==> src/rtl/xnor_serial_comparator.sv <==
// Bit-serial XNOR/XOR word comparator: one bit per clock, LSB first, reports equality, match count and lowest mismatch index.
// Optional build macro XNOR_CMP_EARLY_EXIT_EN ends the scan on the first mismatching bit.
module xnor_serial_comparator #(
   parameter  int WIDTH = 8,
   localparam int CW    = $clog2(WIDTH + 1),
   localparam int IW    = $clog2(WIDTH)
) (
   input  logic             clk,
   input  logic             rst_n,
   input  logic             start,
   input  logic             mode,
   input  logic [WIDTH-1:0] a,
   input  logic [WIDTH-1:0] b,
   output logic             busy,
   output logic             done,
   output logic             equal,
   output logic [CW-1:0]    match_count,
   output logic [IW-1:0]    mismatch_idx
);

   typedef enum logic [1:0] {
      IDLE  = 2'd0,
      SHIFT = 2'd1,
      DONE  = 2'd2
   } state_t;

   state_t           r_state;
   state_t           w_nextState;

   logic [WIDTH-1:0] r_a;
   logic [WIDTH-1:0] r_b;
   logic             r_mode;
   logic [IW-1:0]    r_cnt;
   logic             r_busy;
   logic             r_done;
   logic             r_equal;
   logic [CW-1:0]    r_matchCount;
   logic [IW-1:0]    r_mismatchIdx;

   logic             w_load;
   logic             w_step;
   logic             w_bitMatch;
   logic             w_lastBit;

   // Complement mode turns the per-bit XNOR test into an XOR test.
   assign w_bitMatch = r_mode ? (r_a[0] ^ r_b[0]) : ~(r_a[0] ^ r_b[0]);
   assign w_lastBit  = (r_cnt == IW'(WIDTH - 1));

   always_ff @(posedge clk or negedge rst_n) begin
      if (!rst_n) begin
         r_state <= IDLE;
      end else begin
         r_state <= w_nextState;
      end
   end

   always_comb begin
      w_nextState = r_state;
      w_load      = 1'b0;
      w_step      = 1'b0;
      case (r_state)
         IDLE: begin
            if (start) begin
               w_load      = 1'b1;
               w_nextState = SHIFT;
            end
         end
         SHIFT: begin
            w_step = 1'b1;
            if (w_lastBit) begin
               w_nextState = DONE;
            end
`ifdef XNOR_CMP_EARLY_EXIT_EN
            else if (!w_bitMatch) begin
               w_nextState = DONE;
            end
`endif
         end
         DONE: begin
            w_nextState = IDLE;
         end
         default: begin
            w_nextState = IDLE;
         end
      endcase
   end

   // busy/done are registered from the next state so they line up with r_state without a decode path.
   always_ff @(posedge clk or negedge rst_n) begin
      if (!rst_n) begin
         r_a           <= '0;
         r_b           <= '0;
         r_mode        <= 1'b0;
         r_cnt         <= '0;
         r_busy        <= 1'b0;
         r_done        <= 1'b0;
         r_equal       <= 1'b0;
         r_matchCount  <= '0;
         r_mismatchIdx <= '0;
      end else begin
         r_busy <= (w_nextState == SHIFT);
         r_done <= (w_nextState == DONE);
         if (w_load) begin
            r_a           <= a;
            r_b           <= b;
            r_mode        <= mode;
            r_cnt         <= '0;
            r_equal       <= 1'b1;
            r_matchCount  <= '0;
            r_mismatchIdx <= '0;
         end else if (w_step) begin
            r_a   <= {1'b0, r_a[WIDTH-1:1]};
            r_b   <= {1'b0, r_b[WIDTH-1:1]};
            r_cnt <= r_cnt + IW'(1);
            if (w_bitMatch) begin
               r_matchCount <= r_matchCount + CW'(1);
            end else if (r_equal) begin
               r_equal       <= 1'b0;
               r_mismatchIdx <= r_cnt;
            end
         end
      end
   end

   assign busy         = r_busy;
   assign done         = r_done;
   assign equal        = r_equal;
   assign match_count  = r_matchCount;
   assign mismatch_idx = r_mismatchIdx;

endmodule

==> config.mk <==
export PLATFORM = sky130hd
export DESIGN_NAME = xnor_serial_comparator
export DESIGN_NICKNAME = d
export VERILOG_FILES = /design/src/rtl/xnor_serial_comparator.sv
export SDC_FILE = /design/constraint.sdc
export NUM_CORES = 1
export LEC_CHECK = 0
export ABC_CLOCK_PERIOD_IN_PS = 2750
export BUFFER_PORTS_ARGS = -buffer_cell sky130_fd_sc_hd__buf_4
export CORE_MARGIN = 10
export CORE_UTILIZATION = 54
export CTS_BUF_LIST = sky130_fd_sc_hd__clkbuf_2
export CTS_CLUSTER_DIAMETER = 120
export DETAILED_ROUTE_END_ITERATION = 6
export PLACE_DENSITY_LB_ADDON = 0.15
export SYNTH_ARGS = -nofsm -noshare
export SYNTH_HDL_FRONTEND = slang
export SYNTH_SLANG_ARGS = --single-unit
==> constraint.sdc <==
create_clock -name clk -period 2.75 [get_ports clk]
set_clock_uncertainty 0.05 [all_clocks]
set_input_delay 0.4125 -clock clk [delete_from_list [all_inputs] [get_ports clk]]
set_output_delay 0.4125 -clock clk [all_outputs]
set_load 0.01 [all_outputs]
Word level (Yosys, flattened, before mapping). Index checks and enable logic that the tools add are counted.

Register bits after elaboration: 32. Input bits: 20. Output and inout port bits: 10. Word-level logic and storage cells: 49.

$add $sub $neg: 2. Equal/unequal tests: 5. Muxes and demuxes: 23. Bitwise logic cells: 2. Reduce and logical (&&, ||, !) cells: 7.

Operators with widths (count): $mux W8 (4); $mux W3 (6); $mux W4 (3); $mux W1 (7); $reduce_bool A2 Y1 (3); $add A4 B1 Y4 const B (1); $eq A2 B1 Y1 const B (2); $mux W2 (2); $pmux W2 S2 (1); $reduce_and A2 Y1 (2); $add A3 B1 Y3 const B (1); $eq A3 B3 Y1 const B (1); $reduce_and A3 Y1 (1); $eq A2 B2 Y1 const B (1); $logic_not A2 Y1 (1); $ne A2 B2 Y1 const B (1); $not A1 Y1 (1); $xor A1 B1 Y1 (1).

Longest topological paths before layout. Gate-level depths: netlist (run 1).

Depth after elaboration: 6. Mapped depth: 4. Gate-level depth less buffers: 4.

Worst setup path after synthesis (run 1). No wires, ideal clock.

Kind: register to register. Start: register r_a[0]. End: register r_matchCount[0], in the netlist match_count[0]. Setup time: 0.077 ns. Arrival time: 1.259 ns. Required time: 2.623 ns. Path slack: 1.363 ns. Stages on the path, launching flop included: 4. Buffers on the path: 0. Clock period less this slack: 1.387 ns. Cell sequence: dfrtp_1 xor3_2 or3_1 a21oi_1.

Cells in the longest elaborated chain, start to end: 5.

RTL lines: from (decl) (line 30) `logic [WIDTH-1:0] r_a;`; from (signal assigned) (line 112) `r_a <= {1'b0, r_a[WIDTH-1:1]};`; $xor A1 B1 Y1 * (line 46) `assign w_bitMatch = r_mode ? (r_a[0] ^ r_b[0]) : ~(r_a[0] ^ r_b[0]);`; $not A1 Y1 (line 46); $mux W1 * (line 46); $reduce_bool A2 Y1 (no source line) *; $reduce_and A2 Y1 (no source line) *; to (signal assigned) (line 116) `r_matchCount <= r_matchCount + CW'(1);`; to (decl) (line 37) `logic [CW-1:0] r_matchCount;`.

Mark *: on every way between the ends. The rest lies on a longest branch, timed or not. A chain may end at the register's enable or synchronous reset.

Worst setup path after layout (run 1).
Start: register r_state[0]. End: register r_mismatchIdx[0], in the netlist mismatch_idx[0].

Cells in the longest elaborated chain, start to end: 4. Elaborated cells between the ends (all ways): 9. Classes of those cells: eq/ne (2); mux (3); reduce/logical (4).

RTL lines: from (decl) (line 27) `state_t r_state;`; from (signal assigned) (line 53) `r_state <= w_nextState;`; $logic_not A2 Y1 / $eq A2 B1 Y1 (equally long branches) (line 61) `case (r_state)`; $mux W1 (line 61); $ne A2 B2 Y1 (no source line) / $reduce_bool A2 Y1 (equally long branches); $reduce_and A3 Y1 (no source line); to (signal assigned) (line 119) `r_mismatchIdx <= r_cnt;`; to (decl) (line 38) `logic [IW-1:0] r_mismatchIdx;`.

Several ways; a longest one is shown, not always the timed one.

==> results of run 1 <==
[power breakdown]
group	internal, mW	total (mW)	switching (mW)	leakage (nW)
clock network	0.0608	0.209	0.148	0.0288
logic	0.356	0.784	0.428	0.437
registers	0.661	0.804	0.143	0.411
total	1.08	1.80	0.719	0.877
[state kept, by name, summed over array words and instances, names as in the netlist]
register and flops:
r_b 8, mismatch_idx 3, equal 1, r_state 2, r_cnt 3, done 1, match_count 4, r_a 8
busy 1, r_mode 1
[logic make-up (layout without fill, tap and decap cells)]
family,Yosys count,after routing
AND/OR/NAND/NOR,62,62
flip-flops,32,32
AO/OA/AOI/OAI,29,29
buffers and inverters,7,40
adder cells (fa/ha/maj),3,3
XOR/XNOR,2,2
multiplexers,2,2
[layer usage]
metal / track usage / up-vias / share of wire
li1: - / 546 / -
met1: 0.144 / 556 / 0.45
met2: 0.212 / 26 / 0.49
met3: 0.0432 / 7 / 0.046
met4: 0.0559 / 0 / 0.017
met5: 0 / - / 0
[path summary, 6_finish.rpt]
check	start	end	slack [ps]	depth (start not counted)
setup / recovery	r_state[0]	mismatch_idx[0]	900	4
hold / removal	a[7]	r_a[7]	200	3
setup reg to reg	r_state[0]	mismatch_idx[0]	900	4
hold reg to reg	match_count[3]	match_count[3]	440	1
max in group asynchronous	rst_n	mismatch_idx[1]	1900	2
min in group asynchronous	rst_n	r_mode	460	2
[Yosys cell counts]
master and count:
mux2i_1 2, nand4_1 3, a21oi_1 5, xor3_2 1
nand3b_1 1, a22oi_1 14, and2_1 2, xnor3_2 1
buf_4 2, ha_1 3, o21ai_0 9, dfrtp_1 32
nor2b_1 1, clkbuf_1 2, nand2b_1 1, or3_1 1
nand2_1 43, or3b_2 1, o21bai_1 1, buf_2 3
nor3_1 1, nand3_1 7, nor3b_1 1
[repair_timing]
item	CTS	global route
resized for setup	0	0
endpoints found under the hold margin	32	0
hold buffers	1	0
[cell type report]
type,count,share of cell area
multi-input combinational,98,0.336
tap,30,0.0222
clock buffer,6,0.0177
clock inverter,1,0.00296
timing repair buffer,33,0.148
sequential,32,0.473
[worst max-delay path, cell delays in order, from the launching register on]
cell,delay [ps]
dfrtp_1,450
nor2b_1,670
buf_4,320
nand4_1,120
a21oi_1,180
==> reports/metrics.cfg, run 1 <==
[yosys]
yosysSeqAreaShare=0.571
synth_top_area_frac=0.571
synth-xor-area-share=0.0348
synth_cell_types=23
synthCells=137
ys_ff_latch=32
synthSimpleGateAreaFrac=0.196
syn_area_per_cell_um2=10.2
syn_area_um2=1400
synth_mux_area_frac=0.0143
yosys_warnings=0
synth_top_family_by_area=simple AND/OR/NAND/NOR gates
synth_compound_area_frac=0.130
synthTopCellsByArea=dfrtp_1 57%, nand2_1 12%, a22oi_1 7.5%
synthAdderAreaFrac=0.0268
synth_nets=160
yosysTopAreaCell=dfrtp_1

[clock_network]
cts_buffers=5
cts.htree.levels=2
cts-root-buf=clkbuf_2
clock_sinks=32
clkSlewWorstSetupHoldPaths_ps=160
cts_setup_buffers=0
tritoncts=built
cts_buffer_depth=2
clock_latency_ps=350

[placed_design]
gp_congestion=0.751
dp_hpwl_um=2320
portBuffers=29
placed_cell_area_um2=1650
dp.cells=192
place_ws_ps=944

[routing]
post_drt_wl_per_cell_um=15.9
vias=1135
vias_per_cell=5.68
ant_nets=0
dr.pass1.iters=4
drc_errors=0
drt_wl_total_um=3170
drt-initial-drc-count=51

[finish]
antenna_cells=0
drive_gt1_frac=0.253
nFillCells=212
stdcell_area_um2=1690
final_cell_mix=43 x nand2_1, 32 x dfrtp_1, 32 x buf_4, 14 x a22oi_1, 9 x o21ai_0
final_common_cell=nand2_1
syn2layout_area_growth_pct=20.7
final_util=0.683
final_nets=193
seqCellArea_um2=801
fin_cells=200
multi_input_area_um2=569

[grt]
antenna_found_initial=0
grt_max_degree=33
grt_overflow=0
grt_use_total=0.127
grt_pass1_vias=1167
grt_pass1_wl_um=5260

[die]
row_count=18
core_area_um2=2480
die-area_um2=5040
start_util=0.566
die_w_um=71.0
io_pins=30
dieHeight_um=71.0

[worst_hold_path]
min_path_type=input port to register

[timing]
setup_ws_ps=896
timing.final.crit_share=0.674
slew_headroom=0.473
tightest_slew_ps=789
final.setup.tns_ps=0
slew_violations=0
setup_violations=0
rsz0062_at_grt=false
fmax_mhz=539
hold_violations=0
fin_crit_ps=1850
hold_ws_ps=201

[power_and_ir_drop]
p_leak_nw=0.877
peakVddDrop_mv=0.662
p_total_mw=1.80
pwr_density_cell_nw_per_um2=1060

[flow_run]
cap_violations=0

[worst_setup_path]
critPathMaxFanout=13
crit_required_ps=2980
cp-end-kind=register
crit_path_start_kind=register
cp.arrival_ps=2080
crit_type=register to register

[status]
status=complete, no violations

No activity file was read; power rests on OpenSTA's default activity.
==> run 2: changes to the inputs <==
ABC_CLOCK_PERIOD_IN_PS = 1550   (was 2750)
CORE_UTILIZATION = 50   (was 54)
clock period = 1.55 ns   (was 2.75 ns; I/O delays follow)
==> reports/metrics.cfg, run 2 (synthesis results as in run 1) <==
[worst_setup_path]
slowest_delay_ps=510  ; -160 ps
timing.rr.start=r_mode
timing.rr.end=match_count[0]
cp_cell_sequence=xor3_2 > or3_1 > a21oi_1
crit_type=register to register
cp.arrival_ps=1760  ; -320 ps
crit_path_start_kind=register
rrSetupSlack_ps=50  ; -850 ps
rr_worst_depth=3  ; -1
critPathMaxFanout=6  ; -7
cp-end-kind=register
critPathLaunch=r_mode
setup.worst_path.end=match_count[0]
slowest_stage=xor3_2
crit_required_ps=1800  ; -1180 ps

[routing]
vias_per_cell=5.50  ; -3.0%
dr.pass1.iters=4  ; unchanged
drc_errors=0  ; unchanged
post_drt_wl_per_cell_um=15.2  ; -4.0%
drt_wl_total_um=3230  ; +1.8%
ant_nets=0  ; unchanged
vias=1167  ; +2.8%
drt-initial-drc-count=76  ; +49%

[die]
start_util=0.518  ; -0.0486
io_pins=30  ; unchanged
core_area_um2=2710  ; +9.4%
dieHeight_um=73.0  ; +2.8%
die-area_um2=5320  ; +5.7%
die_w_um=73.0  ; +2.8%
row_count=19  ; +1

[finish]
final_nets=204  ; +5.7%
multi_input_area_um2=581  ; +2.0%
seqCellArea_um2=801  ; unchanged
nFillCells=222  ; +4.7%
fin_cells=212  ; +6.0%
final_cell_mix=43 x nand2_1, 37 x buf_4, 32 x dfrtp_1, 14 x a22oi_1, 9 x o21ai_0
drive_gt1_frac=0.265  ; +0.0123
final_common_cell=nand2_1
final_util=0.664  ; -0.0190
antenna_cells=0  ; unchanged
syn2layout_area_growth_pct=28.4

[placed_design]
dp.cells=196  ; +2.1%
dp_hpwl_um=2240  ; -3.4%
gp_congestion=0.742  ; -1.2%
portBuffers=29  ; unchanged

[grt]
antenna_found_initial=0  ; unchanged
grt_max_degree=33  ; unchanged
grt_pass1_vias=1136  ; -2.7%
grt_pass1_wl_um=5250  ; -0.27%
grt_use_total=0.127  ; +0.000174
grt_overflow=0  ; unchanged

[timing]
fmax_mhz=665  ; +23%
fin_crit_ps=1500  ; -351 ps
setup_violations=0  ; unchanged
rsz0062_at_grt=false
hold_violations=0  ; unchanged
tightest_slew_ps=603  ; -187 ps
timing.final.crit_share=0.970  ; +0.295
slew_headroom=0.598  ; +0.125
slew_violations=0  ; unchanged

[power_and_ir_drop]
p_total_mw=3.34  ; +86%
pwr_density_cell_nw_per_um2=1850  ; +75%
peakVddDrop_mv=1.10  ; +66%
p_leak_nw=0.928  ; +5.9%

[clock_network]
clock_latency_ps=360  ; about the same
clock_sinks=32  ; unchanged
cts-root-buf=clkbuf_2
cts_buffer_depth=2  ; unchanged
clkSlewWorstSetupHoldPaths_ps=150  ; about the same
cts_buffers=5  ; unchanged
cts.htree.levels=2  ; unchanged
tritoncts=built

[flow_run]
cap_violations=0  ; unchanged

[status]
status=complete, no violations

[worst_hold_path]
min_path_type=input port to register

run 2: how the worst min path moves through the flow:
stage / start / to / slack, ps / depth (start not counted)
final: b[3] / r_b[3] / 20 / 3
after global routing: a[5] / r_a[5] / 1 / 3
after CTS: a[4] / r_a[4] / 0.7 / 3
after detailed placement: rst_n / r_mode / 140 / 1
after global placement: rst_n / r_mode / 140 / 1
after floorplan: rst_n / busy / -110 / 0
run 2: layer usage:
metal | part of all wire | track usage | routed length, um | vias up
li1 | - | - | - | 565
met5 | 0 | 0 | 0 | -
met4 | 0.015 | 0.0570 | 48 | 0
met1 | 0.42 | 0.142 | 1350 | 564
met3 | 0.078 | 0.0667 | 253 | 5
met2 | 0.49 | 0.197 | 1570 | 33
run 2: per-stage QoR:
stage	instance area (um2)	hold WS (ps)	setup TNS (ps)	worst slack, ps
2_1_floorplan	1400	-113	0	163
3_3_place_gp	1670	136	0	71.2
3_5_place_dp	1670	142	-12.6	-11.7
4_1_cts	1770	0.676	0	22.3
5_1_grt	1800	1.46	0	4.56
6_report	1800	20.4	0	47.2
run 2: what timing repair did:
action,4_1_cts,5_1_grt
gates resized for setup,1,2
endpoints found under the setup margin,15,3
pin swaps,0,1
hold buffers,6,1
buffers inserted,0,2
endpoints found under the hold margin,37,1
run 2: critical path, delay by kind of cell (launching register included):
| family | cells | cell delay, ps |
|---|---|---|
| xor gates and xnor gates | 1 | 510 |
| DFF | 1 | 410 |
| and+or+nand+nor | 1 | 320 |
| AOI/OAI and AO/OA | 1 | 150 |
run 2: layout make-up:
class	count	area share
Clock buffer	5	0.0139
Clock inverter	2	0.00417
Multi-Input combinational cell	98	0.322
Sequential cell	32	0.445
Tap cell	31	0.0215
Timing Repair Buffer	44	0.193
run 2: power breakdown:
group	internal [mW]	switching, mW	total [mW]
Clock	0.0928	0.267	0.359
Sequential	1.17	0.248	1.42
Combinational	0.754	0.805	1.56
==> run 3: changes to the inputs <==
ABC_AREA = 1   (was unset)
CORE_UTILIZATION = 51   (was 50)
==> reports/metrics.cfg, run 3 <==
[status]
status=complete, no violations

[yosys]
synth_ff_type=dfrtp_1
post-synth-top-count-cell=nand2_1
netlist_top_cells_count=57 x nand2_1, 32 x dfrtp_1, 11 x inv_1, 8 x nand2_2, 8 x nand3_1
yosysSeqAreaShare=0.517  ; -0.0535
syn_area_per_cell_um2=9.38  ; -8.4%
synth_edf_count=0  ; unchanged
synth_top_area_frac=0.517  ; -0.0535
yosys_warnings=0  ; unchanged
synth-async-reset-ratio=1.00  ; unchanged
syn_area_um2=1550  ; +10%
synth_nets=188  ; +18%
yosysTopAreaCell=dfrtp_1
synth_cell_types=26  ; +13%
synthTopCellsByArea=dfrtp_1 52%, nand2_1 14%, nand3_2 4.5%
synthCells=165  ; +20%
ys_ff_latch=32  ; unchanged

[worst_setup_path]
cp.arrival_ps=1640  ; -120 ps
crit_type=register to register
crit_path_start_kind=register
crit_required_ps=1800  ; about the same
cp-end-kind=register
critPathMaxFanout=21  ; +15

[finish]
final_common_cell=nand2_1
fin_cells=234  ; +10%
final_nets=225  ; +10%
drive_gt1_frac=0.300  ; +0.0353
final_util=0.649  ; -0.0151
antenna_cells=0  ; unchanged
final_cell_mix=57 x nand2_1, 32 x dfrtp_1, 31 x buf_4, 11 x inv_1
syn2layout_area_growth_pct=18.7

[routing]
ant_nets=0  ; unchanged
drt-initial-drc-count=89  ; +17%
vias=1249  ; +7.0%
drc_errors=0  ; unchanged
post_drt_wl_per_cell_um=14.1  ; -7.4%
vias_per_cell=5.34  ; -3.0%
dr.pass1.iters=4  ; unchanged
drt_wl_total_um=3300  ; +2.2%

[timing]
tightest_slew_ps=393  ; -209 ps
timing.final.crit_share=0.903  ; -0.0666
rsz0062_at_grt=false
final.setup.tns_ps=0  ; unchanged
setup_violations=0  ; unchanged
slew_violations=0  ; unchanged
fmax_mhz=714  ; +7.4%
fin_crit_ps=1400  ; -103 ps
hold_violations=0  ; unchanged
hold_ws_ps=13.2  ; -7.15 ps
slew_headroom=0.738  ; +0.140

[clock_network]
clock_sinks=32  ; unchanged
cts_buffers=5  ; unchanged
clock_latency_ps=370  ; about the same
cts_buffer_depth=2  ; unchanged
clkSlewWorstSetupHoldPaths_ps=160  ; about the same
cts.htree.levels=2  ; unchanged
ctsHoldBuffers=1  ; -5
tritoncts=built
cts-root-buf=clkbuf_2
cts_resized=0  ; -1
cts_setup_buffers=0  ; unchanged

[grt]
grt_overflow=0  ; unchanged
grt_pass1_wl_um=5620  ; +7.1%
grt_use_total=0.131  ; +0.00366
antenna_found_initial=0  ; unchanged
grt_max_degree=33  ; unchanged
grt_pass1_vias=1351  ; +19%

[flow_run]
cap_violations=0  ; unchanged

[placed_design]
dp.cells=221  ; +13%
portBuffers=29  ; unchanged
gp_congestion=0.780  ; +5.1%
dp_hpwl_um=2370  ; +5.8%

[die]
io_pins=30  ; unchanged
row_count=19  ; unchanged
die_w_um=75.1  ; +2.9%
dieHeight_um=75.1  ; +2.9%
core_area_um2=2830  ; +4.4%
die-area_um2=5640  ; +5.9%
start_util=0.547  ; +0.0296

[worst_hold_path]
min_path_type=input port to register

[power_and_ir_drop]
internal_power_mw=1.99  ; -1.6%
peakVddDrop_mv=0.836  ; -24%
pwr_density_cell_nw_per_um2=1930  ; +4.0%
seqPwrFrac=0.399  ; -0.026
combPwrFrac=0.489  ; +0.022
power.switching_mw=1.55  ; +18%
p_leak_nw=0.994  ; +7.1%
swShare=0.439  ; +0.0437
clkPwrFrac=0.113  ; +0.005

==> run 3: cell types whose count changed after synthesis, moves of 7 or more <==
cell     change
inv_1       +11
a22oi_1     -12
nand2_2      +8
nor2_1       +7
nand2_1     +14
nand3_2      +7
==> run 3: through the flow <==
step / cell area, um2 / worst slack, ps / power (mW)
after CTS: 1800 / 157 / 3.55
final: 1840 / 150 / 3.54
after global routing: 1840 / 37.6 / 3.87
after detailed placement: 1750 / 181 / 3.16
after global placement: 1750 / 221 / 3.07
after floorplan: 1550 / 380 / 2.74
==> run 3: cells by family after synthesis <==
logic type	after synthesis	share of synthesized area
simple gates	94	0.305
fa+ha+maj	3	0.0243
buf+inv	20	0.0833
flops	32	0.517
xor+xnor	2	0.0113
compound gates	14	0.0590
==> run 3: per-layer routing <==
layer | part of all wire | vias to the layer above | track usage
met3 | 0.064 | 8 | 0.0512
li1 | - | 602 | -
met4 | 0.014 | 0 | 0.0483
met2 | 0.52 | 42 | 0.237
met5 | 0 | - | 0
met1 | 0.41 | 597 | 0.133
==> run 3: critical path, stage by stage (launching register included) <==
cell      delay, ps
dfrtp_1         440
nor2_2          160
nand2_4         140
inv_2           290
nand2_1         130
o221ai_1        100
==> run 3: final timing paths <==
| kind | startpoint | endpoint | slack [ps] | depth (start not counted) |
|---|---|---|---|---|
| worst max-delay path | r_state[1] | r_a[0] | 150 | 5 |
| worst min-delay path | b[3] | r_b[3] | 10 | 3 |
| worst max register to register | r_state[1] | r_a[0] | 150 | 5 |
| worst min register to register | r_a[7] | r_a[7] | 440 | 2 |
| max in group asynchronous | rst_n | r_a[5] | 900 | 2 |
| min in group asynchronous | rst_n | mismatch_idx[0] | 250 | 2 |
==> run 3: power groups by stage <==
| stage | Sequential (mW) | Combinational [mW] | Clock, mW |
|---|---|---|---|
| after detailed placement | 1.43 | 1.73 | 0 |
| after CTS | 1.41 | 1.74 | 0.401 |
| final | 1.41 | 1.73 | 0.399 |
| after global routing | 1.47 | 1.96 | 0.441 |
| after global placement | 1.42 | 1.65 | 0 |
| after floorplan | 1.44 | 1.31 | 0 |
==> run 3: area by class of cell <==
class | instances | area (um2)
clock inverters | 1 | 3.75
repair buffers | 36 | 283
fillers | 230 | 992
flip-flops and latches | 32 | 801
inverters | 14 | 57.6
well taps | 31 | 38.8
multi-input cells | 113 | 618
clock buffers | 7 | 35.0
